**config.mk**
```make
export PLATFORM = sky130hd
export DESIGN_NAME = maxpool2_stage
export DESIGN_NICKNAME = d
export VERILOG_FILES = /design/src/rtl/maxpool2_stage.sv
export SDC_FILE = /design/constraint.sdc
export NUM_CORES = 1
export LEC_CHECK = 0
export ABC_AREA = 1
export CAP_MARGIN = 10
export CORE_MARGIN = 3
export CORE_UTILIZATION = 45
export CTS_CLUSTER_DIAMETER = 30
export DETAILED_ROUTE_END_ITERATION = 7
export PLACE_DENSITY = 0.75
export SETUP_SLACK_MARGIN = 0.15
export SYNTH_ARGS = -nofsm -noshare
export SYNTH_HDL_FRONTEND = slang
export SYNTH_SLANG_ARGS = --single-unit
```
**constraint.sdc**
```tcl
create_clock -name clk -period 5 [get_ports clk]
set_clock_uncertainty 0.15 [all_clocks]
set_input_delay 1 -clock clk [delete_from_list [all_inputs] [get_ports clk]]
set_output_delay 1 -clock clk [all_outputs]
set_load 0.05 [all_outputs]
```
**src/rtl/maxpool2_stage.sv**
```systemverilog
// 2x2 stride-2 signed max pooling over a CH x IN_DIM x IN_DIM int8 map held in shared RAM.
// Each window is fetched with four reads, reduced to a running max, and written back as one output element.
module maxpool2_stage #(
  parameter int          IN_DIM   = 22,
  parameter int          CH       = 12,
  parameter logic [15:0] IN_BASE  = 16'h8000,
  parameter logic [15:0] OUT_BASE = 16'h0000,
  parameter int          RD_LAT   = 2
) (
  input  logic              clk,
  input  logic              rst_n,
  input  logic              start_pool,
  output logic              end_pool,
  output logic [15:0]       ram_addr_r,
  input  logic signed [7:0] ram_data_r,
  output logic              ram_en_r,
  output logic [15:0]       ram_addr_w,
  output logic [7:0]        ram_data_w,
  output logic              ram_en,
  output logic              ram_wea
);

  localparam int OD = IN_DIM / 2;
  localparam int OW = (OD > 1) ? $clog2(OD) : 1;
  localparam int CW = (CH > 1) ? $clog2(CH) : 1;
  localparam int DW = $clog2(RD_LAT) + 1;
  // Read data returns RD_LAT edges after the address register loads; RD_LAT must be at least 2.
  localparam int PW = RD_LAT - 1;
  localparam logic [OW-1:0] OD_LAST    = OW'(OD - 1);
  localparam logic [CW-1:0] CH_LAST    = CW'(CH - 1);
  localparam logic [DW-1:0] DRAIN_LAST = DW'(RD_LAT - 1);

  typedef enum logic [2:0] {
    S_IDLE  = 3'd0,
    S_FETCH = 3'd1,
    S_DRAIN = 3'd2,
    S_WRITE = 3'd3,
    S_DONE  = 3'd4
  } state_t;

  state_t            state_r;
  logic [OW-1:0]     ox_r;
  logic [OW-1:0]     oy_r;
  logic [CW-1:0]     c_r;
  logic [1:0]        f_r;
  logic [DW-1:0]     d_r;
  logic              rd_first_r;
  logic [PW-1:0]     vld_pipe_r;
  logic [PW-1:0]     first_pipe_r;
  logic signed [7:0] max_r;

  logic [15:0] x_s;
  logic [15:0] y_s;
  logic [15:0] rd_addr_s;
  logic [15:0] wr_addr_s;
  logic        last_s;
  logic        smp_vld_s;
  logic        smp_first_s;

  // Window read address, output write address and end-of-map detection from the loop counters.
  always_comb begin
    x_s       = 16'h0000;
    y_s       = 16'h0000;
    rd_addr_s = 16'h0000;
    wr_addr_s = 16'h0000;
    last_s    = 1'b0;
    x_s       = 16'({ox_r, 1'b0}) + 16'(f_r[0]);
    y_s       = 16'({oy_r, 1'b0}) + 16'(f_r[1]);
    rd_addr_s = IN_BASE + x_s + (y_s * 16'(IN_DIM)) + (16'(c_r) * 16'(IN_DIM * IN_DIM));
    wr_addr_s = OUT_BASE + 16'(ox_r) + (16'(oy_r) * 16'(OD)) + (16'(c_r) * 16'(OD * OD));
    if ((ox_r == OD_LAST) && (oy_r == OD_LAST) && (c_r == CH_LAST)) begin
      last_s = 1'b1;
    end else begin
      last_s = 1'b0;
    end
  end

  // Pick the tap where returning read data lines up with its request.
  always_comb begin
    smp_vld_s   = vld_pipe_r[PW-1];
    smp_first_s = first_pipe_r[PW-1];
  end

  // Control FSM: fetch four taps, wait out the read latency, write, advance ox/oy/c.
  always_ff @(posedge clk or negedge rst_n) begin
    if (!rst_n) begin
      state_r <= S_IDLE;
      ox_r    <= '0;
      oy_r    <= '0;
      c_r     <= '0;
      f_r     <= 2'd0;
      d_r     <= '0;
    end else begin
      case (state_r)
        S_IDLE: begin
          if (start_pool) begin
            state_r <= S_FETCH;
            ox_r    <= '0;
            oy_r    <= '0;
            c_r     <= '0;
            f_r     <= 2'd0;
          end
        end
        S_FETCH: begin
          if (f_r == 2'd3) begin
            state_r <= S_DRAIN;
            f_r     <= 2'd0;
            d_r     <= '0;
          end else begin
            f_r <= f_r + 2'd1;
          end
        end
        S_DRAIN: begin
          if (d_r == DRAIN_LAST) begin
            state_r <= S_WRITE;
          end else begin
            d_r <= d_r + 1'b1;
          end
        end
        S_WRITE: begin
          if (last_s) begin
            state_r <= S_DONE;
            ox_r    <= '0;
            oy_r    <= '0;
            c_r     <= '0;
          end else begin
            state_r <= S_FETCH;
            if (ox_r == OD_LAST) begin
              ox_r <= '0;
              if (oy_r == OD_LAST) begin
                oy_r <= '0;
                c_r  <= c_r + 1'b1;
              end else begin
                oy_r <= oy_r + 1'b1;
              end
            end else begin
              ox_r <= ox_r + 1'b1;
            end
          end
        end
        S_DONE: begin
          state_r <= S_IDLE;
        end
        default: begin
          state_r <= S_IDLE;
        end
      endcase
    end
  end

  // Registered RAM ports and done pulse, decoded from the state of the previous cycle.
  always_ff @(posedge clk or negedge rst_n) begin
    if (!rst_n) begin
      ram_en_r   <= 1'b0;
      ram_addr_r <= 16'h0000;
      rd_first_r <= 1'b0;
      ram_en     <= 1'b0;
      ram_wea    <= 1'b0;
      ram_addr_w <= 16'h0000;
      ram_data_w <= 8'h00;
      end_pool   <= 1'b0;
    end else begin
      ram_en_r <= (state_r == S_FETCH);
      ram_en   <= (state_r == S_WRITE);
      ram_wea  <= (state_r == S_WRITE);
      end_pool <= (state_r == S_DONE);
      if (state_r == S_FETCH) begin
        ram_addr_r <= rd_addr_s;
        rd_first_r <= (f_r == 2'd0);
      end
      if (state_r == S_WRITE) begin
        ram_addr_w <= wr_addr_s;
        ram_data_w <= max_r;
      end
    end
  end

  // Delay line tagging which edges carry read data and which sample opens a new window.
  always_ff @(posedge clk or negedge rst_n) begin
    if (!rst_n) begin
      vld_pipe_r   <= '0;
      first_pipe_r <= '0;
    end else begin
      vld_pipe_r[0]   <= ram_en_r;
      first_pipe_r[0] <= rd_first_r;
      for (int i = 1; i < PW; i++) begin
        vld_pipe_r[i]   <= vld_pipe_r[i-1];
        first_pipe_r[i] <= first_pipe_r[i-1];
      end
    end
  end

  // Running signed max; ties keep the earlier sample.
  always_ff @(posedge clk or negedge rst_n) begin
    if (!rst_n) begin
      max_r <= 8'sh00;
    end else if (smp_vld_s && (smp_first_s || (ram_data_r > max_r))) begin
      max_r <= ram_data_r;
    end
  end

endmodule

```
# Word level (Yosys, flattened, before mapping)
# Cells that the tools add are included.
[classes]
bitwise = 0
n_addsub = 12
multipliers = 4
n_shift = 0
eq_ne = 15
div = 0
mux = 24
magnitude_cmp = 1
n_reduce_logical = 15
[op_table]
columns = ["operator", "count"]
rows = [
  ["4-bit two-way mux", 9],
  ["4-bit one-hot mux with 2 select lines", 3],
  ["4-bit by 7-bit multiplier with 11-bit output, second input constant", 2],
  ["16-bit by 11-bit adder with 16-bit output", 1],
  ["16-bit by 13-bit adder with 16-bit output", 1],
  ["16-bit by 6-bit adder with 16-bit output, first input constant", 1],
  ["4-bit by 1-bit adder with 4-bit output, second input constant", 3],
  ["5-bit by 1-bit adder with 6-bit output", 2],
  ["9-bit by 11-bit adder with 12-bit output", 1],
  ["4-bit == test, second input constant", 3],
  ["3-bit two-way mux", 4],
  ["3-bit one-hot mux with 4 select lines", 1],
  ["6-bit by 4-bit multiplier with 10-bit output, second input constant", 1],
  ["4-bit by 8-bit adder with 9-bit output", 1],
  ["3-bit AND reduction", 3],
  ["8-bit > comparator", 1],
  ["4-bit by 4-bit multiplier with 8-bit output, second input constant", 1],
  ["2-bit two-way mux", 4],
  ["2-bit inequality test, second input constant", 4],
  ["2-bit one-hot mux with 2 select lines", 2],
  ["3-bit by 2-bit == test with 1-bit output, second input constant", 2],
  ["3-bit inequality test, second input constant", 2],
  ["2-bit nonzero test", 3],
  ["2-bit by 1-bit adder with 2-bit output, second input constant", 2],
  ["11 further kinds", 14],
]
[totals]
n_memories = 0
mem_bits_ro = 0
ramBits = 0
wordCells = 87
latch_bits = 0
regBits = 73
out_inout_bits = 44

# Depth between registers and ports, before layout
[logic_depth]
depth_word = 6
ltp_mapped = 21
depth_no_buf = 21

# Worst setup path before layout
# Ideal clock, no wire load.
[synth_path]
kind = "flip-flop to flip-flop"
from = "register c_r[2]"
to = "register ram_addr_r[12]"
setup_slack_ps = 1072
required_ps = 4732
path_stages_with_launch = 21
period_less_slack_ps = 3928
arrival_ps = 3660
cell_sequence = "dfrtp_1 -> fa_1 -> inv_1 -> fa_1 -> inv_1 -> ha_1 -> a21oi_1 -> o21ai_0 -> xor2_1 -> ha_1 -> ha_1 -> nand2_1 -> inv_1 -> a21oi_1 -> nand2_1 -> nand2_1 -> nand2_1 -> nand3_1 -> nand2_1 -> nand3_1 -> nand2_1"
[synth_via]
elab_chain_cells = 2
[synth_lines]
columns = ["item", "line", "text"]
rows = [
  ["start: declaration", "44", "logic [CW-1:0] c_r;"],
  ["start signal: assignment", "132", "c_r <= c_r + 1'b1;"],
  ["4-bit by 7-bit multiplier with 11-bit output", "69", "rd_addr_s = IN_BASE + x_s + (y_s * 16'(IN_DIM)) + (16'(c_r) * 16'(IN_DIM * IN_DIM));"],
  ["16-bit by 13-bit adder with 16-bit output", "69", ""],
  ["end signal: assignment", "168", "ram_addr_r <= rd_addr_s;"],
  ["end: declaration", "14", "output logic [15:0] ram_addr_r,"],
]
# No other way between the ends.
# A chain may end at the register's enable or synchronous reset.

# Final worst setup path
[layout_path]
from = "register c_r[0]"
to = "register ram_addr_w[8]"
[layout_via]
elab_chain_cells = 2
[layout_lines]
columns = ["item", "line", "text"]
rows = [
  ["4-bit by 7-bit multiplier with 11-bit output", "70", "wr_addr_s = OUT_BASE + 16'(ox_r) + (16'(oy_r) * 16'(OD)) + (16'(c_r) * 16'(OD * OD));"],
  ["9-bit by 11-bit adder with 12-bit output", "70", ""],
  ["end signal: assignment", "172", "ram_addr_w <= wr_addr_s;"],
  ["end: declaration", "17", "output logic [15:0] ram_addr_w,"],
]
# No other way between the ends.

==> metrics.txt <==
run status=completed; Mean Syn Cell Area=8.33 sq um; CTS H-tree lvls=3; final worst slack=0.697 ns; WL final=11500 microns; DP HPWL=8970 microns; Hold Crit Start=ram_en_r$_DFF_PN0_; post_cts resized=0; worst path required time=5.11 ns; Post-synth ARST share=100%; # hold bufs at CTS=0; Tot GR Track Use=18.8%; Overflow after GRT=0; Pint=1.12 mW; Hold/Removal Path Class=flop to flop; Hold Path Depth=0; R2R setup slack=0.70 ns; Total Die Area=13500 sq um; Final Hold Viols=0; Post-Syn Area=5470 sq um; CTS tree=yes; RSZ-0062 raised after global routing=no; Die W=116 microns; register share of total power=39.5%; CP max FO=9; Post-Route Utilization=54.9%; top cell type's share of synthesized area=31.1%; Unique masters post-synth=37; via count=4367; critical path capture point type=flop; cell row count=39; first-pass GRT wire length=20400 microns; Detail Route Antenna Nets=0; setup TNS=0 ns; top cells by area, synth=dfrtp_1 31%, ha_1 19%, nand2_1 10%, fa_1 9.5%, inv_1 7.9%; Worst Hold Endpoint=smp_vld_s$_DFF_PN0_; Crit Reg-Reg Startpoint=c_r[0]$_DFFE_PN0P_; Critical Path Start Type=flop; Primary FF master, synth=dfrtp_1; P&R area growth vs syn=17.1%; CTS Root Cell=clkbuf_16; quantity of I/O buffers inserted on ports=49; largest net degree at the start of global routing=47; most numerous cell in the Yosys netlist=nand2_1; Logic pwr share=16.2%; layout cells sized above 1=5.05%; worst reg2reg path endpoint=ram_addr_w[8]$_DFFE_PN0P_; area leader, netlist=dfrtp_1; leakage power=3.34 nW; die height=116 microns; DP Worst Slack=0.765 ns; initial DRC count=285; post-synthesis sequential area ratio=31.1%; Post-DP Area=6080 sq um; Top Ports=55; clk slew on worst S/H paths=0.06 ns; post-layout minimum cycle time=4.30 ns; TritonCTS sink count=68; peak supply drop=0.131 mV; Worst-Skew Late Latency=0.33 ns; drt pass-1 iters=4; Max clock buf depth=2; clock share of power=44.3%; CP Class=flop to flop; starting density of the core=46.9%; vias in the first global route=4436; initial antenna violation count=0; final net count=829; via density per instance=5.10; Num CTS Buffers=9; endpoints failing setup=0; Commonest cells post-synth=148 x nand2_1, 115 x inv_1, 84 x ha_1, 68 x dfrtp_1, 43 x o21ai_0; routability congestion estimate=0.900; wire per inst=13.4 microns; switching share of power=28.5%; worst r2r path cells=13; Seq cells post-synth=68; Final Power=1.56 mW; worst relative slew slack=33.3%; Least-Margin Pin Slew=0.996 ns; Synthesis Warnings=0; Post-CTS Setup Inserts=0; EDFF count, synth=0; f_max=232 MHz; Antenna Diode Count=0; Psw=0.445 mW; fin. max-slew vios=0; max-cap violations=0; Final Cycle Share=86.1%; critical path arrival=4.41 ns; core region area=11700 sq um; PwrDens=244 nW/um^2; post-route design area=6400 sq um; DRC=0; Post-Synthesis Cells=657
## kinds of logic after synthesis
group                    share of synthesized area, %
AO/OA/AOI/OAI                                    8.26
XOR/XNOR                                         2.72
adder cells (fa/ha/maj)                          28.7
buffers and inverters                            9.61
flip-flops                                       31.1
other                                          0.0686
AND/OR/NAND/NOR                                  19.5
## area by class of cell
cell class | instances | area, sq um
clock buffer | 9 | 225
clock inverter | 7 | 98.8
tap | 143 | 179
multi-input combinational | 460 | 3260
inverter | 119 | 448
fill | 1044 | 5260
timing repair buffer | 50 | 493
sequential | 68 | 1700
## worst max path at each step
stage / cells past startpoint / to / start
2_1_floorplan: 20 / ram_addr_r[12]$_DFFE_PN0P_ / c_r[2]$_DFFE_PN0P_
3_3_place_gp: 13 / ram_addr_w[8]$_DFFE_PN0P_ / c_r[0]$_DFFE_PN0P_
3_5_place_dp: 13 / ram_addr_w[8]$_DFFE_PN0P_ / c_r[0]$_DFFE_PN0P_
4_1_cts: 13 / ram_addr_w[8]$_DFFE_PN0P_ / c_r[0]$_DFFE_PN0P_
5_1_grt: 13 / ram_addr_w[8]$_DFFE_PN0P_ / c_r[0]$_DFFE_PN0P_
6_report: 13 / ram_addr_w[8]$_DFFE_PN0P_ / c_r[0]$_DFFE_PN0P_
## state kept, by name (all words and copies together), names as in the netlist, 2 cells and up
register / count
ram_data_w: 8
state_r: 3
c_r: 4
ram_addr_w: 12
ox_r: 4
max_r: 8
ram_addr_r: 15
d_r: 2
oy_r: 4
f_r: 2
## per-stage QoR
step                      instances  hold slack, ns
after floorplan                 661           0.204
after global placement          840           0.217
after detailed placement        840           0.228
after CTS                       856           0.242
after global routing            856           0.250
final                           856           0.237
## layer usage
layer	up-vias	track usage, %	share of wire (%)
met2	86	31.4	49
met4	0	6.81	2.2
met1	2069	24.0	44
met5	-	0	0
li1	2189	-	-
met3	23	3.99	4.4
## cell usage in the layout (no fill, tap or decap), types with 2 or more instances in the layout
cell type        instances
inv_2                    3
a21oi_1                 21
o22ai_1                  3
nand2_1                148
o21ai_1                  3
o21ai_0                 43
a31oi_1                  7
inv_1                  115
conb_1                   5
nor3_1                   7
fa_1                    26
o21bai_1                 3
clkinv_2                 2
nor3b_1                  2
nand2_2                  2
dfrtp_1                 68
clkdlybuf4s50_1         48
xor2_1                  10
clkbuf_16                9
bufinv_16                2
nand4_1                  2
nand2_4                  3
xnor2_1                  7
or2_2                    4
ha_1                    84
nand3_1                 40
clkinv_4                 2
nor2_1                  30
## critical path, stage by stage, from the launching register on
cell,delay (ns)
dfrtp_1,0.53
inv_1,0.18
ha_1,0.40
fa_1,0.55
inv_1,0.05
fa_1,0.48
inv_1,0.06
fa_1,0.47
ha_1,0.38
nand2_1,0.07
o21ai_0,0.35
a21oi_1,0.14
or2_2,0.29
a31oi_1,0.12
## power by group through the flow
stage | Sequential (mW) | Clock [mW] | Combinational [mW]
6_report | 0.616 | 0.692 | 0.253
5_1_grt | 0.621 | 0.735 | 0.281
4_1_cts | 0.617 | 0.706 | 0.255
3_5_place_dp | 0.627 | 0 | 0.251
3_3_place_gp | 0.625 | 0 | 0.247
2_1_floorplan | 0.704 | 0 | 0.0884
No activity file was read; power rests on OpenSTA's default activity.
